**src/rtl/waveform_generator.sv**
```systemverilog
// ----------------------------------------------------------------------------
// waveform_generator
//   N-bit periodic waveform source: triangle, rising sawtooth, falling
//   sawtooth or square, running between programmable bounds lo..hi.
//   The waveform advances only on cycles with ena high. A cfg_we pulse
//   latches a new configuration and restarts the waveform. All arithmetic
//   is done one bit wider than the sample and clamped into [lo,hi], so the
//   output never wraps modulo 2^N.
// ----------------------------------------------------------------------------
module waveform_generator #(
    parameter int N     = 8,
    parameter int CNT_W = N
) (
    input  logic           clk,
    input  logic           rst,
    input  logic           ena,
    input  logic           cfg_we,
    input  logic [1:0]     cfg_mode,
    input  logic [N-1:0]   cfg_step,
    input  logic [N-1:0]   cfg_lo,
    input  logic [N-1:0]   cfg_hi,
    output logic [N-1:0]   out,
    output logic           dir_up,
    output logic           wrap,
    output logic           cfg_err
);

    typedef enum logic [1:0] {
        MODE_TRI    = 2'd0,
        MODE_SAW_UP = 2'd1,
        MODE_SAW_DN = 2'd2,
        MODE_SQUARE = 2'd3
    } mode_t;

    // The square counter is compared against step-1, which always fits in
    // N bits; compare both at a common width wide enough for either.
    localparam int CW = (CNT_W > N + 1) ? CNT_W : N + 1;

    // Latched configuration
    mode_t          mode_q;
    mode_t          mode_d;
    logic [N-1:0]   step_q;
    logic [N-1:0]   step_d;
    logic [N-1:0]   lo_q;
    logic [N-1:0]   lo_d;
    logic [N-1:0]   hi_q;
    logic [N-1:0]   hi_d;

    // Next-state values for the output registers and the square counter
    logic [N-1:0]   out_d;
    logic           dir_up_d;
    logic           wrap_d;
    logic           cfg_err_d;
    logic [CNT_W-1:0] cnt_q;
    logic [CNT_W-1:0] cnt_d;

    // Wide arithmetic helpers
    logic [N:0]     step_eff;
    logic [N:0]     out_ext;
    logic [N:0]     lo_ext;
    logic [N:0]     hi_ext;
    logic [N:0]     up_sum;
    logic [N:0]     up_clamped;
    logic [N:0]     lo_plus_step;
    logic [N:0]     dn_diff;
    logic [N:0]     dn_clamped;
    logic [N:0]     sq_lim;
    logic [CW-1:0]  cnt_wide;
    logic [CW-1:0]  lim_wide;
    logic           sq_terminal;
    logic           sq_level;
    logic           new_err;
    logic           unused_bits;

    // A programmed step of zero behaves exactly like a step of one
    assign step_eff     = (step_q == '0) ? {{N{1'b0}}, 1'b1} : {1'b0, step_q};
    assign out_ext      = {1'b0, out};
    assign lo_ext       = {1'b0, lo_q};
    assign hi_ext       = {1'b0, hi_q};

    // Rising step, clamped at hi: min(out+step, hi)
    assign up_sum       = out_ext + step_eff;
    assign up_clamped   = (up_sum >= hi_ext) ? hi_ext : up_sum;

    // Falling step, clamped at lo: max(out-step, lo). When out <= lo+step
    // the result is lo, so the subtraction below never underflows when used.
    assign lo_plus_step = lo_ext + step_eff;
    assign dn_diff      = out_ext - step_eff;
    assign dn_clamped   = (out_ext <= lo_plus_step) ? lo_ext : dn_diff;

    // Square half-period terminal count is step-1 enabled cycles
    assign sq_lim       = step_eff - {{N{1'b0}}, 1'b1};
    assign cnt_wide     = CW'(cnt_q);
    assign lim_wide     = CW'(sq_lim);
    assign sq_terminal  = (cnt_wide == lim_wide);
    assign sq_level     = (out == hi_q);

    // Configuration legality is judged on the incoming bounds
    assign new_err      = (cfg_lo >= cfg_hi);

    // The top bits of the clamped results are always zero after clamping
    assign unused_bits  = ^{up_clamped[N], dn_clamped[N]};

    // Next-state logic: configuration load has priority over stepping, an
    // illegal configuration freezes the waveform, otherwise step per mode
    always_comb begin
        mode_d    = mode_q;
        step_d    = step_q;
        lo_d      = lo_q;
        hi_d      = hi_q;
        out_d     = out;
        dir_up_d  = dir_up;
        wrap_d    = 1'b0;
        cfg_err_d = cfg_err;
        cnt_d     = cnt_q;

        if (cfg_we) begin
            mode_d    = mode_t'(cfg_mode);
            step_d    = cfg_step;
            lo_d      = cfg_lo;
            hi_d      = cfg_hi;
            cfg_err_d = new_err;
            cnt_d     = '0;
            // A falling sawtooth starts from the top; everything else,
            // including any illegal configuration, parks at lo.
            if (!new_err && (mode_t'(cfg_mode) == MODE_SAW_DN)) begin
                out_d = cfg_hi;
            end else begin
                out_d = cfg_lo;
            end
            case (mode_t'(cfg_mode))
                MODE_SAW_DN: dir_up_d = 1'b0;
                MODE_SQUARE: dir_up_d = (cfg_lo == cfg_hi);
                default:     dir_up_d = 1'b1;
            endcase
        end else if (ena && !cfg_err) begin
            case (mode_q)
                MODE_TRI: begin
                    if (dir_up) begin
                        out_d = up_clamped[N-1:0];
                        if (up_clamped == hi_ext) begin
                            dir_up_d = 1'b0;
                        end
                    end else begin
                        out_d = dn_clamped[N-1:0];
                        if (dn_clamped == lo_ext) begin
                            dir_up_d = 1'b1;
                            wrap_d   = 1'b1;
                        end
                    end
                end
                MODE_SAW_UP: begin
                    dir_up_d = 1'b1;
                    if (out == hi_q) begin
                        out_d  = lo_q;
                        wrap_d = 1'b1;
                    end else begin
                        out_d = up_clamped[N-1:0];
                    end
                end
                MODE_SAW_DN: begin
                    dir_up_d = 1'b0;
                    if (out == lo_q) begin
                        out_d  = hi_q;
                        wrap_d = 1'b1;
                    end else begin
                        out_d = dn_clamped[N-1:0];
                    end
                end
                MODE_SQUARE: begin
                    if (sq_terminal) begin
                        cnt_d = '0;
                        if (sq_level) begin
                            out_d    = lo_q;
                            dir_up_d = 1'b0;
                        end else begin
                            out_d    = hi_q;
                            dir_up_d = 1'b1;
                            wrap_d   = 1'b1;
                        end
                    end else begin
                        cnt_d = cnt_q + CNT_W'(1);
                    end
                end
                default: begin
                    out_d = out;
                end
            endcase
        end
    end

    // State registers; reset restores the full-scale unit-step triangle
    always_ff @(posedge clk or posedge rst) begin
        if (rst) begin
            mode_q  <= MODE_TRI;
            step_q  <= {{(N-1){1'b0}}, 1'b1};
            lo_q    <= '0;
            hi_q    <= '1;
            out     <= '0;
            dir_up  <= 1'b1;
            wrap    <= 1'b0;
            cfg_err <= 1'b0;
            cnt_q   <= '0;
        end else begin
            mode_q  <= mode_d;
            step_q  <= step_d;
            lo_q    <= lo_d;
            hi_q    <= hi_d;
            out     <= out_d;
            dir_up  <= dir_up_d;
            wrap    <= wrap_d;
            cfg_err <= cfg_err_d;
            cnt_q   <= cnt_d;
        end
    end

endmodule
```
**config.mk**
```make
export PLATFORM = sky130hd
export DESIGN_NAME = waveform_generator
export DESIGN_NICKNAME = d
export VERILOG_FILES = /design/src/rtl/waveform_generator.sv
export SDC_FILE = /design/constraint.sdc
export NUM_CORES = 1
export LEC_CHECK = 0
export ABC_AREA = 0
export BUFFER_PORTS_ARGS = -buffer_cell sky130_fd_sc_hd__buf_2
export CORE_UTILIZATION = 24
export CTS_CLUSTER_SIZE = 25
export DETAILED_ROUTE_END_ITERATION = 10
export PLACE_DENSITY = 0.49
export SLEW_MARGIN = 10
export SYNTH_ARGS = -nofsm -noshare
export SYNTH_HDL_FRONTEND = slang
export SYNTH_SLANG_ARGS = --single-unit
```
**constraint.sdc**
```tcl
create_clock -name clk -period 11.8 [get_ports clk]
set_input_delay 1.18 -clock clk [delete_from_list [all_inputs] [get_ports clk]]
set_output_delay 1.18 -clock clk [all_outputs]
set_load 0.02 [all_outputs]
```
==> impl_metrics.csv, run 1 <==
group,metric,value,unit
clock_network,cts.sinks,45,
sta,fin_hold_ws,0.507,ns
synthesis,synth.ff_latch_count,45,
clock_network,clock_tree_from_tritoncts,"done",
global_routing,globalRouteOverflowTotal,0,
sta,final.period_utilization,44.7,%
flow_run,drv_cap,0,
outcome,run_status,"complete, no violations",
synthesis,netlist.area_leader.share,17.4,%
sta,final-setup-viol-count,0,
clock_network,cts_buffers,5,
floorplanning,num_rows,52,
placement,routabilityCongestion,0.900,
setup_path,critical_path_required,12.03,ns
detailed_routing,vias_per_cell,5.14,
clock_network,post_cts_resized,0,
global_routing,use_met3,1.75,%
synthesis,yosysSeqAreaShare,22.7,%
global_routing,grtUsageTotal,15.6,%
sta,fmaxAchievable,0.190,GHz
synthesis,yosys_warnings,0,
global_routing,grt.busiest_layer,"met2",
synthesis,synth_async_sr_flop_share,100,%
setup_path,critical_path_cell_count,17,
clock_network,cts.hold.buffers_added,0,
final_layout,number_of_fillers_in_the_final_layout,2215,
global_routing,grt_pass1_wl,26000,µm
synthesis,synth_top_flop_cell,"sky130_fd_sc_hd__dfrtp_1",
synthesis,yosysUniqueCellTypes,67,
floorplanning,pin_count,41,
setup_path,cp_max_fo,11,
setup_path,worst-endpoint-arrival,5.51,ns
power,leakage,2.43,nW
detailed_routing,drt_wl_total,16800,µm
synthesis,synth.cell_area,5020,µm²
sta,timing.setup.tns,0,ns
setup_path,path_buf_inv,2,
global_routing,grt_antenna_before_repair,0,
clock_network,worst_setup_hold_path_clk_slew,0.07,ns
final_layout,fin_nets,732,
final_layout,syn2layout_area_growth,12.3,%
detailed_routing,drt_pre_antenna_iters,5,
clock_network,worstSkewPairLatency,0.30,ns
global_routing,grt_use_met1,21.9,%
placement,numPortBuffers,40,
setup_path,reg2regPathDepth,17,
hold_path,worstHoldStart,"cfg_err",
floorplanning,die-width,147,µm
power,ir_worst_vdd,0.0544,mV
setup_path,worstSetupPathType,"reg -> reg",
final_layout,layout-drive-gt1-share,11.7,%
synthesis,synth.area.top_cells,"sky130_fd_sc_hd__dfrtp_1 (17%), sky130_fd_sc_hd__ha_1 (12%), sky130_fd_sc_hd__xnor2_1 (7.3%), sky130_fd_sc_hd__dfstp_2 (5.2%), sky130_fd_sc_hd__o21ai_0 (4.8%)",
synthesis,count_of_flip_flops_with_a_built_in_enable_after_synthesis,0,
setup_path,crit_chain,"nor4_1, a21oi_1, inv_1, ha_1, fa_1, nand2b_1, a211o_1, a211oi_1, ha_1, a21boi_0, o31a_1, nor4_1, buf_4, mux2_2, a21oi_1, a2111oi_0, o32a_1",
detailed_routing,detail_route.drc_violations,0,
placement,detailedPlace.worstSlack,6.63,ns
setup_path,r2r_start,"step_q[6]",
clock_network,cts_setup_buffers,0,
setup_path,timing.critical_path.to_type,"register",
floorplanning,dieHeight,147,µm
global_routing,grt_start_max_net_pins,73,
setup_path,crit_slowest_cell,"sky130_fd_sc_hd__nor4_1",
floorplanning,die_area,21500,µm²
sta,tightestPinTransition,1.02,ns
floorplanning,core_area,20400,µm²
hold_path,timing.hold.worst_path_depth,1,
sta,timing.max_slew.rel_slack,31.9,%
sta,worst_clock_skew,0.00961,ns
synthesis,synth.largest_area_cell,"sky130_fd_sc_hd__dfrtp_1",
detailed_routing,routed_wire_length_per_instance,18.2,µm
setup_path,worst_setup_start_kind,"register",
detailed_routing,final_antenna_net_count,0,
placement,hpwlAfterDp,12900,µm
clock_network,ctsRootBufferMaster,"sky130_fd_sc_hd__clkbuf_16",
setup_path,cp-startpoint,"step_q[6]",
floorplanning,floorplan.initialDensity,24.7,%
sta,finalWorstPathRequiredPeriod,5.27,ns
final_layout,antenna_cells_inserted,0,
synthesis,synth_cells,630,
clock_network,htree_num_levels,2,
setup_path,cell_class_contributing_the_biggest_share_of_worst_path_delay,"compound AO/OA/AOI/OAI gates",
sta,layout_setup_ws,6.53,ns
detailed_routing,dr.first_iter.drc_count,414,
global_routing,first_global_vias,4459,
clock_network,cts-root-to-sink-buffers,2,
sta,final_hold_viol_count,0,
setup_path,slowest_delay,0.65,ns
detailed_routing,route.vias.total,4727,
global_routing,grt_util_met2,25.0,%
sta,grt_setup_unrepaired,"no",
synthesis,synth_nets,713,
synthesis,syn-mean-instance-area,7.97,µm²
power,powerDensity,154,nW/µm²
sta,timing.final.max_slew_violations,0,
hold_path,hp-class,"reg -> reg",
## cells in the final DEF (no fill, tap or decap), types with 5 or more instances in the layout
cell type / n
sky130_fd_sc_hd__a211oi_1: 15
sky130_fd_sc_hd__a21o_1: 9
sky130_fd_sc_hd__a21oi_1: 39
sky130_fd_sc_hd__a221oi_1: 11
sky130_fd_sc_hd__and3_1: 6
sky130_fd_sc_hd__buf_2: 40
sky130_fd_sc_hd__clkbuf_16: 5
sky130_fd_sc_hd__dfrtp_1: 35
sky130_fd_sc_hd__dfstp_2: 10
sky130_fd_sc_hd__ha_1: 50
sky130_fd_sc_hd__inv_1: 54
sky130_fd_sc_hd__mux2_2: 6
sky130_fd_sc_hd__mux2i_1: 13
sky130_fd_sc_hd__nand2_1: 53
sky130_fd_sc_hd__nand2b_1: 5
sky130_fd_sc_hd__nand3_1: 13
sky130_fd_sc_hd__nand4_1: 9
sky130_fd_sc_hd__nor2_1: 40
sky130_fd_sc_hd__nor2b_1: 8
sky130_fd_sc_hd__nor3_1: 14
sky130_fd_sc_hd__nor3b_1: 5
sky130_fd_sc_hd__nor4_1: 8
sky130_fd_sc_hd__o211a_1: 7
sky130_fd_sc_hd__o211ai_1: 6
sky130_fd_sc_hd__o21ai_0: 48
sky130_fd_sc_hd__o21bai_1: 5
sky130_fd_sc_hd__o31ai_1: 5
sky130_fd_sc_hd__xnor2_1: 42
sky130_fd_sc_hd__xor2_1: 12
## stage by stage
step           std cells  cell area, µm²  utilization, %  total power [mW]
2_1_floorplan        630            5020               -             0.560
3_3_place_gp         912            5470            26.9             0.698
3_5_place_dp         912            5470            26.9             0.694
4_1_cts              920            5640            27.7             0.868
5_1_grt              920            5640            27.7             0.932
6_report             920            5640            27.7             0.869
## path summary, 6_finish.rpt
check / endpoint / slack, ns
min reg2reg: cfg_err / 0.51
min: cfg_err / 0.51
min in group asynchronous: cnt_q[5] / 1.12
max reg2reg: out[3] / 6.53
max in group asynchronous: lo_q[5] / 10.03
max: out[3] / 6.53
## where the power goes
group	leakage [nW]	switching, mW	total, mW	internal [mW]
registers	0.537	0.0455	0.217	0.171
logic	1.81	0.287	0.483	0.196
clock network	0.0841	0.0631	0.169	0.106
total	2.43	0.395	0.869	0.474
## metal layers
| metal | up-vias | routed length, µm |
|---|---|---|
| met5 | - | 0 |
| li1 | 2321 | - |
| met1 | 2249 | 8100 |
| met2 | 138 | 7530 |
| met4 | 0 | 320 |
| met3 | 19 | 796 |
## synth_stat cells (all sizes together), types with 4 or more instances
master,n
mux2,6
o31ai,5
nor3,15
xnor2,42
nor3b,5
and3,6
dfrtp,35
nand4,9
or3b,5
a21o,9
nand2b,5
ha,50
nor4,8
buf,4
o21bai,5
nor2,41
dfstp,10
mux2i,13
a211oi,15
or3,4
inv,55
o211a,7
nand3,13
o221ai,4
clkbuf,28
a221oi,11
o211ai,6
o21ai,49
nand2,53
nor2b,8
a21oi,39
xor2,12
## final cells by class
class / count / area, µm² / area share (%)
Multi-Input combinational cell: 498 / 3560 / 63.0
Sequential cell: 45 / 1140 / 20.2
Tap cell: 270 / 338 / 5.99
Timing Repair Buffer: 44 / 230 / 4.08
Inverter: 55 / 206 / 3.66
Clock buffer: 7 / 143 / 2.53
Clock inverter: 1 / 30.0 / 0.532
## flip-flops by register name (all words and copies together) (netlist names)
signal and count:
cfg_err 1, cnt_q 8, dir_up 1, hi_q 8
lo_q 8, mode_q 2, out 8, step_q 8
wrap 1
## cell families after synthesis
group	synth area share (%)
adders and majority gates	13.7
xor gates and xnor gates	9.42
and+or+nand+nor	19.2
buffers and inverters	6.53
muxes	3.94
DFF	22.7
AOI/OAI and AO/OA	24.6
Note: power is estimated with default switching activity, not from simulation.
==> inputs of run 2 (changes only) <==
Settings changed: ABC_AREA 0 to 1, PLACE_DENSITY 0.49 to 0.5.
Clock period 11.8 ns to 4.4 ns, I/O delays scaled along.
==> impl_metrics.csv, run 2 <==
group,metric,value,unit
outcome,run_status,"complete, no violations",
sta,fmaxAchievable,0.249,GHz
sta,finalWorstPathRequiredPeriod,4.01,ns
global_routing,grtUsageTotal,16.5,%
final_layout,mostFrequentLayoutCell,"sky130_fd_sc_hd__nand2_1",
setup_path,cp_common_cell,"sky130_fd_sc_hd__nand2_1",
synthesis,synth_top_cells_by_count,"sky130_fd_sc_hd__nand2_1 (178), sky130_fd_sc_hd__inv_1 (105), sky130_fd_sc_hd__nor2_1 (67)",
sta,timing.max_slew.rel_slack,30.9,%
setup_path,slowest_delay,0.48,ns
final_layout,fin_nets,911,
detailed_routing,dr.first_iter.drc_count,425,
global_routing,grt_pass1_wl,28100,µm
detailed_routing,final_antenna_net_count,0,
floorplanning,die_area,22100,µm²
power,powerDensity,466,nW/µm²
setup_path,cp_max_fo,16,
floorplanning,num_rows,53,
hold_path,hp-class,"in -> reg",
sta,final.period_utilization,91.2,%
clock_network,cts_buffers,5,
floorplanning,floorplan.initialDensity,24.5,%
sta,final_hold_viol_count,0,
detailed_routing,drt_pre_antenna_iters,5,
final_layout,antenna_cells_inserted,0,
power,ir_worst_vdd,0.178,mV
global_routing,first_global_vias,4971,
power,leakage,2.96,nW
detailed_routing,routed_wire_length_per_instance,16.1,µm
synthesis,yosysSeqAreaShare,22.1,%
clock_network,worst_setup_hold_path_clk_slew,0.07,ns
setup_path,path_buf_inv,1,
setup_path,timing.critical_path.to_type,"register",
placement,detailedPlace.worstSlack,0.330,ns
final_layout,layout_common_cells,"sky130_fd_sc_hd__nand2_1 (178), sky130_fd_sc_hd__inv_1 (104), sky130_fd_sc_hd__nor2_1 (67)",
global_routing,grt_use_met1,22.7,%
synthesis,synth_cells,782,
clock_network,worstSkewPairLatency,0.30,ns
synthesis,synth.largest_area_cell,"sky130_fd_sc_hd__dfrtp_1",
synthesis,synth.area.top_cells,"sky130_fd_sc_hd__dfrtp_1 (17%), sky130_fd_sc_hd__nand2_1 (13%), sky130_fd_sc_hd__ha_1 (12%), sky130_fd_sc_hd__inv_1 (7.6%), sky130_fd_sc_hd__o21ai_0 (5.5%)",
clock_network,htree_num_levels,2,
sta,worst_clock_skew,0.00963,ns
setup_path,worst_setup_start_kind,"register",
sta,timing.setup.tns,0,ns
synthesis,netlist.area_leader.share,17.0,%
setup_path,worstSetupPathType,"reg -> reg",
sta,tightestPinTransition,1.03,ns
synthesis,synth_top_flop_cell,"sky130_fd_sc_hd__dfrtp_1",
detailed_routing,vias_per_cell,4.82,
setup_path,crit_slowest_cell,"sky130_fd_sc_hd__dfrtp_1",
placement,numPortBuffers,40,
final_layout,syn2layout_area_growth,14.7,%
global_routing,globalRouteOverflowTotal,0,
floorplanning,core_area,21000,µm²
placement,placed_cells,1092,
final_layout,final_cell_count_no_fill,1104,
placement,hpwlAfterDp,14300,µm
sta,layout_setup_ws,0.389,ns
synthesis,synth_nets,865,
detailed_routing,drt_wl_total,17800,µm
sta,timing.final.max_slew_violations,0,
detailed_routing,route.vias.total,5319,
floorplanning,dieHeight,149,µm
sta,fin_hold_ws,0.352,ns
setup_path,cell_class_contributing_the_biggest_share_of_worst_path_delay,"simple AND/OR/NAND/NOR gates",
global_routing,grt_antenna_before_repair,0,
synthesis,yosysUniqueCellTypes,41,
setup_path,worst-endpoint-arrival,4.21,ns
synthesis,synth_most_common_cell,"sky130_fd_sc_hd__nand2_1",
sta,grt_setup_unrepaired,"no",
synthesis,syn-mean-instance-area,6.60,µm²
setup_path,critical_path_required,4.60,ns
global_routing,grt_util_met2,26.3,%
synthesis,synth.ff_latch_count,45,
clock_network,cts.sinks,45,
synthesis,yosys_warnings,0,
global_routing,grt_start_max_net_pins,63,
synthesis,count_of_flip_flops_with_a_built_in_enable_after_synthesis,0,
placement,routabilityCongestion,0.915,
global_routing,grt.busiest_layer,"met2",
clock_network,clock_tree_from_tritoncts,"done",
flow_run,drv_cap,0,
floorplanning,die-width,149,µm
detailed_routing,detail_route.drc_violations,0,
synthesis,synth.cell_area,5160,µm²
clock_network,ctsRootBufferMaster,"sky130_fd_sc_hd__clkbuf_16",
sta,final-setup-viol-count,0,
global_routing,use_met3,1.63,%
final_layout,layout-drive-gt1-share,13.6,%
synthesis,synth_async_sr_flop_share,100,%
floorplanning,pin_count,41,
clock_network,cts-root-to-sink-buffers,2,
## run 2: cell count changes after synthesis, sizes merged, moves of 22 or more
cell | before | now
nor2 | 41 | 68
nand3 | 13 | 47
o21ai | 49 | 72
inv | 55 | 109
xnor2 | 42 | 11
nand2 | 53 | 184
nand4 | 9 | 31
## run 2: final timing paths
check / from / to / depth (start not counted) / slack (ns)
setup / recovery: step_q[2] / out[3] / 25 / 0.39
hold / removal: cfg_step[6] / step_q[6] / 3 / 0.35
setup reg to reg: step_q[2] / out[3] / 25 / 0.39
hold reg to reg: cnt_q[7] / cnt_q[7] / 2 / 0.56
max in group asynchronous: rst / step_q[5] / 2 / 3.37
min in group asynchronous: rst / out[1] / 2 / 0.39
## run 2: worst register-to-register path, delay by kind of cell, from the launching register on
family                   cells  cell delay [ns]
XOR/XNOR                     1             0.14
flip-flops                   1             0.48
AO/OA/AOI/OAI                7             1.21
buffers and inverters        1             0.05
adder cells (fa/ha/maj)      2             0.50
AND/OR/NAND/NOR             14             1.53
## run 2: area by class of cell
class	instances	area, µm²
Fill cell	2366	15100
Multi-Input combinational cell	602	3500
Sequential cell	45	1140
Inverter	110	413
Timing Repair Buffer	64	380
Tap cell	275	344
Clock buffer	5	125
Clock inverter	3	21.3
## run 2: cells by family (layout without fill, tap and decap cells)
group / count (synthesis) / count (layout) / share of synthesized area, %
xor+xnor: 39 / 39 / 6.62
buf+inv: 135 / 182 / 10.4
flops: 45 / 45 / 22.1
fa+ha+maj: 53 / 53 / 13.3
compound gates: 147 / 147 / 16.8
simple gates: 363 / 363 / 30.8
## run 2: where the power goes
part	internal, mW	switching (mW)	leakage [nW]
clock	0.212	0.181	0.0702
combinational	0.642	1.17	2.35
sequential	0.468	0.0905	0.539
## run 2: per-layer routing
metal | vias up | share of wire [%]
li1 | 2682 | -
met1 | 2425 | 46
met2 | 175 | 45
met3 | 37 | 4.9
met4 | 0 | 4.3
met5 | - | 0
## run 2: timing repair
| action | in CTS | in global routing |
|---|---|---|
| hold buffers | 0 | 0 |
| setup endpoints to repair | 0 | 5 |
| buffers inserted | 0 | 4 |
| resized for setup | 0 | 2 |
## run 2: metrics by stage
step / utilization (%) / total power, mW / area [µm²]
floorplan: - / 1.82 / 5160
global placement: 27.3 / 2.30 / 5730
detailed placement: 27.3 / 2.29 / 5730
CTS: 28.0 / 2.70 / 5880
global route: 28.2 / 3.02 / 5920
finish: 28.2 / 2.76 / 5920
==> inputs of run 3 (changes only) <==
Settings changed: CAP_MARGIN set to 20, CTS_BUF_LIST set to sky130_fd_sc_hd__clkbuf_8 sky130_fd_sc_hd__clkbuf_16.
==> impl_metrics.csv, run 3 (synthesized netlist as in run 2, its figures left out) <==
group,metric,value,unit
detailed_routing,drt_pre_antenna_iters,5,
power,netSwitchingFraction,52.1,%
floorplanning,num_rows,53,
final_layout,layout-drive-gt1-share,13.7,%
placement,dpl_cell_area,5730,µm²
setup_path,worst_setup_start_kind,"register",
clock_network,htree_num_levels,2,
global_routing,first_global_vias,4971,
power,ir_worst_vdd,0.178,mV
final_layout,syn2layout_area_growth,15.1,%
power,share_clk_of_total_power,14.2,%
detailed_routing,dr.first_iter.drc_count,376,
sta,worst_clock_skew,0.00853,ns
sta,final-setup-viol-count,0,
floorplanning,dieHeight,149,µm
power,p_switching,1.44,mW
sta,final.period_utilization,91.2,%
setup_path,critical_path_required,4.60,ns
sta,timing.final.max_slew_violations,0,
clock_network,cts-root-to-sink-buffers,2,
setup_path,cp-startpoint,"step_q[2]",
power,power.combinational.fraction,65.6,%
global_routing,grtUsageTotal,16.5,%
floorplanning,die_area,22100,µm²
final_layout,layout.area.seq,1140,µm²
final_layout,fin_util,28.3,%
detailed_routing,drt_wl_total,17800,µm
clock_network,worstSkewPairLatency,0.30,ns
floorplanning,pin_count,41,
setup_path,worst-endpoint-arrival,4.21,ns
sta,tightestPinTransition,0.734,ns
outcome,run_status,"complete, no violations",
global_routing,grt_antenna_before_repair,0,
clock_network,ctsRootBufferMaster,"sky130_fd_sc_hd__clkbuf_16",
power,powerDensity,465,nW/µm²
floorplanning,die-width,149,µm
sta,finalWorstPathRequiredPeriod,4.01,ns
setup_path,cp_max_fo,16,
sta,grt_setup_unrepaired,"no",
final_layout,number_of_fillers_in_the_final_layout,2364,
placement,hpwlAfterDp,14300,µm
setup_path,r2r_start,"step_q[2]",
detailed_routing,vias_per_cell,4.85,
setup_path,timing.critical_path.to,"out[3]",
setup_path,reg2regPathDepth,25,
hold_path,hp-class,"in -> async",
final_layout,mostFrequentLayoutCell,"sky130_fd_sc_hd__nand2_1",
sta,timing.max_slew.rel_slack,51.0,%
detailed_routing,detail_route.drc_violations,0,
clock_network,worst_setup_hold_path_clk_slew,0.07,ns
detailed_routing,route.vias.total,5354,
power,internal-power,1.32,mW
floorplanning,floorplan.initialDensity,24.5,%
global_routing,grt_pass1_wl,28100,µm
power,sequentialPowerShare,20.2,%
detailed_routing,final_antenna_net_count,0,
setup_path,timing.critical_path.to_type,"register",
detailed_routing,routed_wire_length_per_instance,16.1,µm
clock_network,cts_buffers,5,
sta,timing.setup.tns,0,ns
final_layout,fin_nets,912,
clock_network,clock_tree_from_tritoncts,"done",
global_routing,grt_start_max_net_pins,63,
clock_network,cts.sinks,45,
flow_run,drv_cap,0,
final_layout,layout_common_cells,"sky130_fd_sc_hd__nand2_1 (178), sky130_fd_sc_hd__inv_1 (104), sky130_fd_sc_hd__nor2_1 (67)",
power,power.total,2.76,mW
placement,routabilityCongestion,0.915,
final_layout,antenna_cells_inserted,0,
setup_path,rrSetupSlack,0.39,ns
sta,final_hold_viol_count,0,
setup_path,worstSetupPathType,"reg -> reg",
floorplanning,core_area,21000,µm²
final_layout,finish.instance_area,5940,µm²
sta,fmaxAchievable,0.249,GHz
clock_network,cts.hold.buffers_added,0,
power,leakage,2.97,nW
global_routing,globalRouteOverflowTotal,0,
final_layout,multiInputGateArea,3500,µm²
placement,numPortBuffers,40,
setup_path,rr_endpoint,"out[3]",
## run 3: changes by cell type in the layout (fill, tap and decap cells not counted)
cell / change
sky130_fd_sc_hd__buf_12: +1
## run 3: cell type report
cell class / count / share of cell area (%)
flip-flops and latches: 45 / 19.2
well taps: 275 / 5.79
clock inverters: 3 / 0.358
multi-input cells: 602 / 58.9
inverters: 110 / 6.95
clock buffers: 5 / 2.11
repair buffers: 65 / 6.74
## run 3: worst min path at each step
stage	to	startpoint
2_1_floorplan	cnt_q[7]	cnt_q[7]
3_3_place_gp	cnt_q[7]	cnt_q[7]
3_5_place_dp	cnt_q[7]	cnt_q[7]
4_1_cts	step_q[6]	cfg_step[6]
5_1_grt	out[1]	rst
6_report	out[1]	rst
## run 3: critical path: stages, from the launching register on
cell                       delay, ns
sky130_fd_sc_hd__dfrtp_1        0.48
sky130_fd_sc_hd__nor2_2         0.19
sky130_fd_sc_hd__nand2_1        0.14
sky130_fd_sc_hd__o21ai_4        0.22
sky130_fd_sc_hd__ha_1           0.21
sky130_fd_sc_hd__nand3_1        0.08
sky130_fd_sc_hd__nand2_1        0.11
sky130_fd_sc_hd__a21oi_1        0.08
sky130_fd_sc_hd__nor2_1         0.09
sky130_fd_sc_hd__nor2_1         0.06
sky130_fd_sc_hd__inv_1          0.05
sky130_fd_sc_hd__a21oi_1        0.05
sky130_fd_sc_hd__nor2_1         0.11
sky130_fd_sc_hd__nor2_1         0.06
sky130_fd_sc_hd__xor2_1         0.14
sky130_fd_sc_hd__ha_1           0.29
sky130_fd_sc_hd__nand4_1        0.09
sky130_fd_sc_hd__nand2_1        0.08
sky130_fd_sc_hd__a21oi_4        0.16
sky130_fd_sc_hd__nand2_2        0.19
sky130_fd_sc_hd__o21ai_0        0.39
sky130_fd_sc_hd__nand2_1        0.08
sky130_fd_sc_hd__o21ai_0        0.08
sky130_fd_sc_hd__nand3b_1       0.15
sky130_fd_sc_hd__nand2_1        0.08
sky130_fd_sc_hd__a21oi_2        0.22
## run 3: repair_timing
item,4_1_cts,5_1_grt
resized for setup,0,2
endpoints found under the hold margin,0,0
buffers inserted,0,4
endpoints found under the setup margin,0,5
## run 3: routing by layer
| layer | share of wire (%) | up-vias | GRT usage (%) |
|---|---|---|---|
| met3 | 5.5 | 34 | 1.63 |
| met1 | 46 | 2456 | 22.7 |
| met5 | 0 | - | 0 |
| met4 | 4.2 | 0 | 7.27 |
| li1 | - | 2683 | - |
| met2 | 44 | 181 | 26.3 |
## run 3: metrics by stage
| stage | instances | hold WS [ns] | worst slack, ns |
|---|---|---|---|
| 5_1_grt | 1105 | 0.183 | 0.0263 |
| 4_1_cts | 1100 | 0.344 | 0.289 |
| 3_3_place_gp | 1092 | 0.538 | 0.353 |
| 2_1_floorplan | 782 | 0.512 | 0.892 |
| 6_report | 1105 | 0.157 | 0.385 |
| 3_5_place_dp | 1092 | 0.544 | 0.330 |
## run 3: power groups by stage
stage                     sequential, mW  clock (mW)  combinational, mW
final                              0.559       0.392               1.81
after global routing               0.563       0.417               2.04
after CTS                          0.558       0.405               1.74
after detailed placement           0.565           0               1.72
after global placement             0.565           0               1.73
after floorplan                    0.572           0               1.24
